===== config.mk =====
export PLATFORM = sky130hd
export DESIGN_NAME = cpu_bus_serializer
export DESIGN_NICKNAME = d
export VERILOG_FILES = /design/src/rtl/cpu_bus_serializer.sv
export SDC_FILE = /design/constraint.sdc
export NUM_CORES = 1
export LEC_CHECK = 0
export ABC_AREA = 1
export ABC_CLOCK_PERIOD_IN_PS = 3200
export CAP_MARGIN = 15
export CORE_UTILIZATION = 53
export CTS_CLUSTER_SIZE = 14
export DETAILED_ROUTE_END_ITERATION = 6
export PLACE_DENSITY_LB_ADDON = 0.12
export SLEW_MARGIN = 20
export SYNTH_ARGS = -nofsm -noshare
export SYNTH_HDL_FRONTEND = slang
export SYNTH_SLANG_ARGS = --single-unit

===== constraint.sdc =====
create_clock -name clk -period 3.2 [get_ports clk]
set_input_delay 0.96 -clock clk [delete_from_list [all_inputs] [get_ports clk]]
set_output_delay 0.96 -clock clk [all_outputs]
set_load 0.1 [all_outputs]

===== src/rtl/cpu_bus_serializer.sv =====
// cpu_bus_serializer: runs one CPU access as PIN_W-wide address beats, then write- or read-data beats,
// LSB slice first, with pin_ready inserting wait states.
module cpu_bus_serializer #(
   parameter int ADDR_W = 32,
   parameter int DATA_W = 32,
   parameter int PIN_W  = 8,
   localparam int NA   = ADDR_W / PIN_W,
   localparam int ND   = DATA_W / PIN_W,
   localparam int NMAX = NA > ND ? NA : ND,
   localparam int BW   = NMAX > 1 ? $clog2(NMAX) : 1
) (
   input  logic              clk,
   input  logic              rst_n,
   input  logic              i_cpu_req,
   input  logic              i_cpu_we,
   input  logic [ADDR_W-1:0] i_cpu_addr,
   input  logic [DATA_W-1:0] i_cpu_wdata,
   output logic [DATA_W-1:0] o_cpu_rdata,
   output logic              o_cpu_busy,
   output logic              o_cpu_done,
   output logic [PIN_W-1:0]  o_pin_addr,
   output logic [PIN_W-1:0]  o_pin_wdata,
   input  logic [PIN_W-1:0]  i_pin_rdata,
   output logic              o_pin_oe,
   output logic [1:0]        o_pin_phase,
   output logic [BW-1:0]     o_pin_beat,
   input  logic              i_pin_ready
);
   localparam logic [2:0] S_IDLE  = 3'd0;
   localparam logic [2:0] S_ADDR  = 3'd1;
   localparam logic [2:0] S_WDATA = 3'd2;
   localparam logic [2:0] S_RDATA = 3'd3;
   localparam logic [2:0] S_DONE  = 3'd4;

   generate
      if (ADDR_W % PIN_W != 0 || DATA_W % PIN_W != 0) begin : g_width_check
         $error("cpu_bus_serializer: ADDR_W and DATA_W must be multiples of PIN_W");
      end
   endgenerate

   logic [2:0]        r_state;
   logic [BW-1:0]     r_beat;
   logic              r_we;
   logic [ADDR_W-1:0] r_addr;
   logic [DATA_W-1:0] r_wdata;
   logic [DATA_W-1:0] r_shadow;
   logic [DATA_W-1:0] r_rdata;
   logic [PIN_W-1:0]  r_pin_addr;
   logic [PIN_W-1:0]  r_pin_wdata;
   logic [BW-1:0]     w_beat_nxt;
   logic              w_a_last;
   logic              w_d_last;
   logic [DATA_W-1:0] w_shadow_nxt;

   assign w_beat_nxt = r_beat + 1'b1;
   assign w_a_last   = r_beat == BW'(NA - 1);
   assign w_d_last   = r_beat == BW'(ND - 1);

   // shadow with the current read beat merged in, so the final beat lands in cpu_rdata on entry to DONE
   always_comb begin
      w_shadow_nxt = r_shadow;
      w_shadow_nxt[r_beat*PIN_W +: PIN_W] = i_pin_rdata;
   end

   // pin slices are registered so they hold their last driven value outside their own phase
   always_ff @(posedge clk or negedge rst_n) begin
      if (!rst_n) begin
         r_state     <= S_IDLE;
         r_beat      <= '0;
         r_we        <= 1'b0;
         r_addr      <= '0;
         r_wdata     <= '0;
         r_shadow    <= '0;
         r_rdata     <= '0;
         r_pin_addr  <= '0;
         r_pin_wdata <= '0;
      end else begin
         case (r_state)
            S_IDLE: if (i_cpu_req) begin
               r_state    <= S_ADDR;
               r_beat     <= '0;
               r_we       <= i_cpu_we;
               r_addr     <= i_cpu_addr;
               r_wdata    <= i_cpu_wdata;
               r_pin_addr <= i_cpu_addr[PIN_W-1:0];
            end
            S_ADDR: if (i_pin_ready) begin
               r_beat <= w_a_last ? '0 : w_beat_nxt;
               if (w_a_last) begin
                  r_state <= r_we ? S_WDATA : S_RDATA;
                  if (r_we) r_pin_wdata <= r_wdata[PIN_W-1:0];
               end else r_pin_addr <= r_addr[w_beat_nxt*PIN_W +: PIN_W];
            end
            S_WDATA: if (i_pin_ready) begin
               r_beat <= w_d_last ? '0 : w_beat_nxt;
               if (w_d_last) r_state <= S_DONE;
               else r_pin_wdata <= r_wdata[w_beat_nxt*PIN_W +: PIN_W];
            end
            S_RDATA: if (i_pin_ready) begin
               r_beat   <= w_d_last ? '0 : w_beat_nxt;
               r_shadow <= w_shadow_nxt;
               if (w_d_last) begin
                  r_state <= S_DONE;
                  r_rdata <= w_shadow_nxt;
               end
            end
            default: r_state <= S_IDLE;
         endcase
      end
   end

   assign o_pin_phase = r_state == S_ADDR  ? 2'd1 :
                        r_state == S_WDATA ? 2'd2 :
                        r_state == S_RDATA ? 2'd3 : 2'd0;
   assign o_pin_oe    = r_state == S_WDATA;
   assign o_cpu_busy  = r_state != S_IDLE;
   assign o_cpu_done  = r_state == S_DONE;
   assign o_pin_beat  = r_beat;
   assign o_pin_addr  = r_pin_addr;
   assign o_pin_wdata = r_pin_wdata;
   assign o_cpu_rdata = r_rdata;
endmodule


**After elaboration in Yosys (flattened, before gate mapping)**

Cells that the tools add are included.
Widths: inputs -> output; s select.

- Add/sub/neg operators: 2
- Equal/unequal tests: 15
- Shift-type cells: 4
- Mux-type cells: 25
- Reductions and logical operators: 14

Operators by type and width:

| cell | count |
|---|---|
| $mux 8 | 8 |
| $shiftx 32x6->8 | 2 |
| $neg 5->34 | 1 |
| $shift 8x34->32 const A | 1 |
| $shiftx 8x34->32 | 1 |
| $bwmux 32 | 1 |
| $pmux 8 s2 | 2 |
| $mux 3 | 5 |
| $mux 2 | 6 |
| $ne 2x2->1 const B | 6 |
| $pmux 3 s3 | 1 |
| $ne 2x1->1 const B | 4 |
| $eq 3x2->1 const B | 2 |
| $reduce_and 3->1 | 2 |
| $reduce_and 6->1 | 1 |
| $reduce_bool 2->1 | 3 |
| $reduce_and 5->1 | 1 |
| $pmux 2 s2 | 1 |
| $reduce_and 2->1 | 2 |
| $reduce_and 4->1 | 1 |
| $eq 3x1->1 const B | 1 |
| $eq 3x3->1 const B | 1 |
| $logic_not 3->1 | 1 |
| $reduce_bool 3->1 | 1 |
| other kinds (5) | 5 |

- Register bits: 150
- Output and inout bits: 55
- Logic and storage cells: 69

**Depth between registers and ports, before layout**

Gate-level depths: netlist (run 1).

- Depth in word-level cells: 5
- Gate-level depth with buffers: 12
- Depth with buffers taken out: 9

**Worst setup path after synthesis (run 1)**

Ideal clock, no wire load.

- Path kind: register to output
- Start: register r_state[2]
- End: output o_cpu_done
- Arrival time: 2.489 ns
- Setup slack: -0.249 ns
- Cell stages (with the launch flop): 3
- Path buffers: 0
- Cells stage by stage: dfrtp_1 -> inv_2 -> nor3_1

- Longest elaborated chain between the ends: 1

RTL lines:

| item | RTL line | source |
|---|---|---|
| start: declaration | 41 | `logic [2:0] r_state;` |
| start signal: assignment | 90 | `r_state <= r_we ? S_WDATA : S_RDATA;` |
| $eq 3x3->1 | 117 | `assign o_cpu_done = r_state == S_DONE;` |
| end: declaration | 20 | `output logic o_cpu_done,` |

Every way passes these cells.

**Worst setup path after layout (run 1)**

- Start: register r_state[2]
- End: output o_pin_oe

- Longest elaborated chain between the ends: 1

RTL lines:

| item | RTL line | source |
|---|---|---|
| $eq 3x2->1 | 115 | `assign o_pin_oe = r_state == S_WDATA;` |
| end: declaration | 24 | `output logic o_pin_oe,` |

Every way passes these cells.

==> key figures, run 1 <==
Outcome
  – Status: completed

Global routing
  – Total grt overflow: 0
  – First-pass GRT wire length: 28400 um
  – Largest net degree at the start of global routing: 81
  – Initial antenna violation count: 0
  – GRT Total Usage: 27.5%
  – Vias in the first global route: 5885

Final layout
  – # diodes: 0
  – Nets: 1123
  – Final core occ: 70.7%
  – Most frequent cells in the layout: 431 x nand2_1, 150 x dfrtp_1, 96 x o21ai_0
  – Finished Cell Area: 9030 um^2
  – Most common cell after layout, fill and taps aside: nand2_1
  – Area growth syn-to-layout: 28.7%
  – Layout cells sized above 1: 10.4%

Yosys
  – Asr flop ratio synth: 100%
  – Post-synth EDFFs: 0
  – Mean Syn Cell Area: 7.61 um^2
  – Synthesized netlist net count: 1005
  – Top_reg_cell synth: dfrtp_1
  – Yosys warns: 0
  – Yosys reg bits: 150
  – Synth cell types: 21
  – Synthesized area: 7010 um^2
  – Sequential share of the synthesized area: 53.5%
  – Syn Inst Count: 922

Floorplan
  – Die Ht: 117 um
  – Die X: 117 um
  – Die ar.: 13700 um^2
  – Core area: 12800 um^2
  – Core Rows: 41
  – IO Pins: 132
  – Initial core utilization: 54.9%

Detailed routing
  – Total routed wirelength: 17400 um
  – Antenna Nets Post-Route: 0
  – DR iter-0 viols: 566
  – Vias per cell: 5.16
  – WL per Instance: 14.2 um
  – Via count: 6325
  – DRC errors left: 0
  – DRT Pass-1 Iters: 7

Setup path
  – Worst EP required: 2.24 ns
  – CP startpoint kind: flip-flop
  – CP Data Arrival Time: 1.78 ns
  – Crit path kind: flip-flop to primary output
  – Worst Setup End Kind: primary output
  – Crit Path Max Fanout: 6

Pwr
  – Pleak: 4.67 nW
  – Worst vdd ir: 0.649 mV
  – Power Density: 1210 nW/um^2
  – Total power: 10.9 mW

Timing
  – Slack of the critical path: 0.461 ns
  – Final setup viols: 0
  – Worst slew pin tran: 0.534 ns
  – Clock Skew: 0.00742 ns
  – Tcrit/Tclk final: 85.6%
  – Setup TNS: 0 ns
  – Final hold viol count: 0
  – Fin crit period: 2.74 ns
  – Max-slew headroom: 64.3%
  – Final Max Slew Viols: 0
  – RSZ-0062 raised after global routing: false
  – Max Fclk: 365 MHz

Clock tree
  – Setup Buffers After CTS: 0
  – CTS Root Cell: clkbuf_16
  – # resized after CTS: 0
  – H-tree Lvls: 4
  – Total CTS buffers: 17
  – Clk sink count: 150
  – Hold_buf cts: 0
  – Clock latency at the later pin of the worst-skew pair: 0.43 ns
  – Clock-pin slew on the worst setup and hold paths: 0.06 ns
  – CTS tree: done
  – CTS max path bufs: 2

Placed design
  – PortBufs: 131
  – Placer Congestion: 0.826
  – DP Area: 8350 um^2
  – Post-DP HPWL: 11400 um
  – Setup slack after placement: 0.317 ns

Hold path
  – Worst min path class: primary input to asynchronous set/reset pin

Flow run
  – Max-Cap Viols: 0
[registers in the layout, summed over array words and instances (netlist names)]
signal,flops
r_wdata,32
r_addr,32
r_we,1
o_pin_addr,8
r_shadow,32
o_pin_beat,2
r_state,3
o_cpu_rdata,32
o_pin_wdata,8
[kinds of logic after synthesis]
logic type	after synthesis	synth area share, %
compound gates	129	9.67
simple gates	508	28.2
flops	150	53.5
buf+inv	129	7.58
fa+ha+maj	6	1.07
[where the power goes]
part           internal [mW]  switching (mW)  leakage [nW]
Sequential              2.70           0.375          1.94
Clock                   1.50           0.787         0.330
Combinational           1.36            4.21          2.41
Total                   5.57            5.37          4.67
[routing by layer]
layer | share of wire, % | global-route usage (%) | up-vias
li1 | - | - | 3095
met1 | 44 | 36.0 | 2990
met2 | 49 | 45.0 | 213
met3 | 5.4 | 5.51 | 27
met4 | 1.8 | 11.6 | 0
met5 | 0 | 0 | -
[through the flow]
| stage | hold WS (ns) | instances |
|---|---|---|
| 3_3_place_gp | 0.464 | 1193 |
| 3_5_place_dp | 0.467 | 1193 |
| 6_report | 0.465 | 1225 |
| 4_1_cts | 0.484 | 1225 |
| 5_1_grt | 0.501 | 1225 |
| 2_1_floorplan | 0.449 | 922 |
[area by class of cell]
class | count | area (um^2)
Sequential cell | 150 | 3750
Fill cell | 1039 | 3740
Multi-Input combinational cell | 643 | 2740
Timing Repair Buffer | 144 | 1320
Clock buffer | 20 | 457
Inverter | 84 | 315
Clock inverter | 12 | 224
Tap cell | 172 | 215
[path summary, 6_finish.rpt]
check                      depth (start not counted)  slack (ns)            start              end
max                                                4        0.46       r_state[2]         o_pin_oe
min                                                1        0.47            rst_n  o_cpu_rdata[27]
max reg2reg                                        7        0.93    o_pin_beat[1]   o_cpu_rdata[0]
min reg2reg                                        2        0.48  o_cpu_rdata[17]  o_cpu_rdata[17]
max in group asynchronous                          2        2.03            rst_n       r_addr[18]
min in group clk                                   2        0.48  o_cpu_rdata[17]  o_cpu_rdata[17]
[Yosys cell counts (2+ instances only)]
master    number  share of area (%)
nand4_1        2               0.18
nand2_2        2               0.18
nand3_1       32                2.3
a21oi_1        8               0.57
o22ai_1       24                2.1
ha_1           6                1.1
nor2_1        37                2.0
clkbuf_1      20                1.1
o21ai_0       96                6.8
inv_2          3               0.16
nand2_1      431                 23
dfrtp_1      150                 54
nor2_2         2               0.18
buf_1          3               0.16
inv_1         80                4.3
buf_4          8               0.86
buf_2         14                1.0
[worst max-delay path, cell delays in order, from the launching register on]
cell     delay (ns)
dfrtp_1        0.42
inv_2          0.13
nand2_1        0.13
nor2_1         0.31
buf_4          0.36
No activity file was read; power rests on OpenSTA's default activity.
==> inputs of run 2 (changes only) <==
ABC_CLOCK_PERIOD_IN_PS = not set   (was 3200)
CORE_UTILIZATION = 25   (was 53)
REMOVE_ABC_BUFFERS = 1   (was not set)
==> run 2 against run 1 <==
Design area is 2.3% higher. Sequential cell count did not move. Sequential power hardly changed. Critical path type unchanged. Largest power group unchanged.
==> key figures, run 2 (synthesized netlist as in run 1, its figures left out) <==
Timing
  – RSZ-0062 raised after global routing: false
  – Final hold viol count: 0
  – Max-slew headroom: 58.1%
  – Final Max Slew Viols: 0
  – Max Fclk: 369 MHz
  – Clock Skew: 0.0174 ns
  – Fin crit period: 2.71 ns
  – Tcrit/Tclk final: 84.7%
  – Slack of the critical path: 0.490 ns
  – Hold WS: 0.477 ns
  – Final setup viols: 0
  – Worst slew pin tran: 0.627 ns

Final layout
  – Layout cells sized above 1: 10.5%
  – # diodes: 0
  – Finished Cell Area: 9240 um^2
  – Most common cell after layout, fill and taps aside: nand2_1
  – Nets: 1124
  – Post-Layout Cell Count: 1426
  – Most frequent cells in the layout: 431 x nand2_1, 150 x dfrtp_1, 96 x o21ai_0
  – Area growth syn-to-layout: 31.7%

Detailed routing
  – Total routed wirelength: 20200 um
  – Vias per cell: 4.25
  – Antenna Nets Post-Route: 0
  – DRC errors left: 0
  – DRT Pass-1 Iters: 7
  – Via count: 6066
  – WL per Instance: 14.1 um
  – DR iter-0 viols: 367

Clock tree
  – CTS Root Cell: clkbuf_16
  – CTS tree: done
  – Setup Buffers After CTS: 0
  – H-tree Lvls: 4
  – Clock latency at the later pin of the worst-skew pair: 0.43 ns
  – Hold_buf cts: 0
  – Total CTS buffers: 17
  – Clk sink count: 150
  – CTS max path bufs: 2
  – Clock-pin slew on the worst setup and hold paths: 0.06 ns
  – # resized after CTS: 0

Setup path
  – Reg2reg end: o_cpu_rdata[17]
  – Worst Setup End Kind: primary output
  – CP startpoint kind: flip-flop
  – Crit Path Max Fanout: 6
  – End point of the critical path: o_pin_oe
  – CP peak stage delay: 0.43 ns
  – Crit Reg-Reg Startpoint: o_pin_beat[0]
  – CP Data Arrival Time: 1.75 ns
  – FF-to-FF path depth: 8
  – Critical path depth in cells: 4
  – Crit path kind: flip-flop to primary output
  – Worst path slowest cell: dfrtp_1
  – Crit path cell chain: inv_2, nand2_1, nor2_1, buf_4
  – Cell family with most CP delay: buffers and inverters
  – Reg-to-reg slack, setup: 1.00 ns
  – Worst EP required: 2.24 ns
  – Buf/Inv on CP: 2
  – Setup crit start: r_state[2]

Placed design
  – Placed Cells: 1394
  – Placer Congestion: 0.769
  – PortBufs: 131
  – Post-DP HPWL: 13200 um
  – Setup slack after placement: 0.487 ns
  – DP Area: 8610 um^2

Pwr
  – Clock power share: 19.8%
  – Seq pwr share: 28.3%
  – Worst vdd ir: 0.540 mV
  – Power Density: 1170 nW/um^2
  – Net Switching: 5.45 mW
  – Sw Ratio: 50.4%
  – Total power: 10.8 mW
  – Int Pwr: 5.37 mW
  – Pleak: 4.64 nW
  – Combinational power share: 51.9%

Global routing
  – Initial antenna violation count: 0
  – Largest net degree at the start of global routing: 103
  – Vias in the first global route: 5995
  – First-pass GRT wire length: 32500 um
  – GRT Total Usage: 14.7%
  – Total grt overflow: 0

Floorplan
  – Core area: 27300 um^2
  – Die Ht: 170 um
  – Initial core utilization: 25.7%
  – IO Pins: 132
  – Die ar.: 28700 um^2
  – Die X: 170 um
  – Core Rows: 60

Outcome
  – Status: completed

Flow run
  – Max-Cap Viols: 0

Hold path
  – Worst min path class: flip-flop to flip-flop
## run 2: metal layers
metal / vias up / wire (um) / global-route usage (%)
met5: - / 0 / 0
met4: 0 / 168 / 3.37
met3: 11 / 888 / 3.57
met2: 135 / 9270 / 23.4
met1: 2817 / 9830 / 20.0
li1: 3103 / - / -
## run 2: power by group through the flow
| stage | registers (mW) | logic (mW) | clock network, mW |
|---|---|---|---|
| after detailed placement | 3.09 | 5.69 | 0 |
| after global placement | 3.10 | 5.68 | 0 |
| final | 3.06 | 5.62 | 2.14 |
| after floorplan | 4.83 | 2.34 | 0 |
| after CTS | 3.07 | 5.70 | 2.19 |
| after global routing | 3.16 | 6.17 | 2.27 |
## run 2: layout make-up
type,count,area [um^2]
inverter,84,315
multi-input combinational,643,2740
timing repair buffer,145,1340
clock buffer,19,453
fill,2938,18000
tap,372,465
clock inverter,13,169
sequential,150,3750
## run 2: through the flow
| stage | util, % | setup TNS (ns) |
|---|---|---|
| 2_1_floorplan | - | -163.96 |
| 3_3_place_gp | 31.6 | 0 |
| 3_5_place_dp | 31.6 | 0 |
| 4_1_cts | 33.9 | 0 |
| 5_1_grt | 33.9 | 0 |
| 6_report | 33.9 | 0 |
## run 2: worst min path at each step
stage | start | to | slack (ns) | cells past startpoint
2_1_floorplan | r_shadow[16] | r_shadow[16] | 0.45 | 2
3_3_place_gp | r_shadow[22] | r_shadow[22] | 0.46 | 2
3_5_place_dp | r_shadow[6] | r_shadow[6] | 0.47 | 2
4_1_cts | r_shadow[16] | r_shadow[16] | 0.48 | 2
5_1_grt | o_cpu_rdata[11] | o_cpu_rdata[11] | 0.50 | 2
6_report | r_shadow[16] | r_shadow[16] | 0.48 | 2
## run 2: worst register-to-register path: stages, from the launching register on
cell and delay (ns):
dfrtp_1 0.34, inv_1 0.05, buf_4 0.20, ha_1 0.32, buf_4 0.33, nand4_1 0.38
o22ai_1 0.35, nand2_1 0.08, nand2_1 0.08
==> patch, RTL diff (config.mk and constraints of run 1) <==
The parameter `DATA_W` goes from 32 to 16.
--- a/src/rtl/cpu_bus_serializer.sv
+++ b/src/rtl/cpu_bus_serializer.sv
@@ -3,5 +3,5 @@
 module cpu_bus_serializer #(
    parameter int ADDR_W = 32,
-   parameter int DATA_W = 32,
+   parameter int DATA_W = 16,
    parameter int PIN_W  = 8,
    localparam int NA   = ADDR_W / PIN_W,
Interface: changed (resized i_cpu_wdata and o_cpu_rdata); port bits go from 132 to 100. No check against the original RTL was run, so the function may have changed too.
==> patch against run 1 <==
  * Area after synthesis fell by 29%
  * Highest routed layer unchanged
  * Critical endpoint unchanged
  * Sequential cell count fell by 48
  * Count of clock-buffer cells in the layout fell by 9
  * Critical path depth rose by 1
  * Via count fell by 26%
  * Clock skew rose by 0.0036 ns
  * Cell area fell by 31%
  * Worst setup slack improved by 0.13 ns
  * Wire length fell by 30%
  * Die area fell by 28%
Power is left out: the tool's default activity adds up to more than one toggle a clock period on the data nets, which glitch-free logic cannot reach.
==> patch: results (changes against run 1) <==
placed_design:
  placed_cell_area_sq_um: 6010  # was 8350 sq um
  dp.cells: 853  # was 1193
  numPortBuffers: 99  # was 131
  dp_hpwl_mm: 8.62  # was 11.4 mm
  place_congestion: 0.924  # was 0.826
  place_ws_ns: 0.512  # was 0.317 ns
clock_network:
  clock_latency_ns: 0.37  # was 0.43 ns
  post_cts_buffers: 0  # unchanged
  cts_resized: 0  # unchanged
  clk_path_buf_depth: 2  # unchanged
  cts_buffers: 9  # was 17
  cts.htree.levels: 3  # was 4
  root_buffer: "clkbuf_8"  # was clkbuf_16
  clkTransAtPathRegs_ns: 0.10  # was 0.06 ns
global_routing:
  grt_max_degree: 52  # was 81
  grt_use_total_pct: 26.7  # was 27.5%
  grt_overflow: 0  # unchanged
  first_global_vias: 4514  # was 5885
  grt_pass1_wl_mm: 20.8  # was 28.4 mm
  antenna_found_initial: 0  # unchanged
final_layout:
  largest-register: "r_addr"
  drive_gt1_share_pct: 10.3  # was 10.4%
  n_antenna_cell: 0  # unchanged
  nets: 820  # was 1123
  largest_reg_flops: 32
synthesis:
  synth_seq_area_share_pct: 51.2  # was 53.5%
  synth_compound_area_share_pct: 9.78  # was 9.67%
  yosys-top-cells-count: "319 x nand2_1, 102 x dfrtp_1, 62 x o21ai_0"  # was 431 x nand2_1, 150 x dfrtp_1, 96 x o21ai_0
  synth_area_per_cell_sq_um: 7.52  # was 7.61 sq um
  synth-xor-area-share_pct: 0  # unchanged
  synth.distinct_cells: 25  # was 21
  synth_fa_ha_area_share_pct: 1.50  # was 1.07%
  synthArstFlopShare_pct: 100  # unchanged
  synth_mux_area_share_pct: 0  # unchanged
  synth_fp_nets: 730  # was 1005
  synth_flop_cell: "dfrtp_1"  # unchanged
  synth_warnings: 0  # unchanged
  netlist_top_cells_area: "dfrtp_1 51%, nand2_1 24%, o21ai_0 6.2%"  # was dfrtp_1 54%, nand2_1 23%, o21ai_0 6.8%
drt:
  vias_per_cell: 5.37  # was 5.16
  drt-wirelength-per-cell_um: 14.1  # was 14.2 um
  drtPass1Iterations: 5  # was 7
  vias: 4662  # was 6325
  drtIter0Drc: 193  # was 566
worst_setup_path:
  path_max_fanout: 10  # was 6
  r2r_slack_ns: 0.65  # was 0.93 ns
  r2r_end: "o_cpu_rdata[5]"  # was o_cpu_rdata[0]
  cpPeakStageDelay_ns: 0.41
  rr_startpoint: "o_pin_beat[1]"  # unchanged
  crit_path_start: "r_state[2]"  # unchanged
  cpMaxStageDelayCell: "dfrtp_1"  # unchanged
  reg2regPathDepth: 7  # unchanged
  cp_data_arrival_time_ns: 1.65  # was 1.78 ns
sta:
  fin_hold_ws_ns: 0.480  # was 0.465 ns
  fmax_mhz: 383  # was 365 MHz
  slew_headroom_pct: 58.7  # was 64.3%
  fin_skew_ns: 0.0110  # was 0.00742 ns
hold_path:
  hp-class: "primary input to asynchronous set/reset pin"  # unchanged
outcome:
  outcome: "complete, no violations"  # unchanged
## patch: cell count changes in the layout (fill, tap and decap cells not counted), moves of 17 or more
cell       change
dfrtp_1       -48
o21ai_0       -34
inv_1         -37
clkbuf_16     -17
nand2_1      -112
nor2_1        -27
## patch: metal layers
metal	global-route usage (%)	share of wire (%)	up-vias	routed length, um
li1	-	-	2264	-
met1	36.8	46	2217	5600
met2	43.4	47	163	5730
met3	3.69	5.4	18	665
met4	9.53	2.0	0	243
met5	0	0	-	0
## patch: kinds of logic (layout without fill, tap and decap cells)
kind of cell / after synthesis / after routing
and+or+nand+nor: 384 / 384
DFF: 102 / 102
AOI/OAI and AO/OA: 89 / 89
buffers and inverters: 82 / 176
adders and majority gates: 6 / 6
## patch: area by class of cell
class,count,area [sq um]
Tap cell,111,139
Fill cell,786,2990
Timing Repair Buffer,110,1010
Inverter,51,191
Clock inverter,4,55.1
Clock buffer,11,141
Sequential cell,102,2550
Multi-Input combinational cell,479,2120
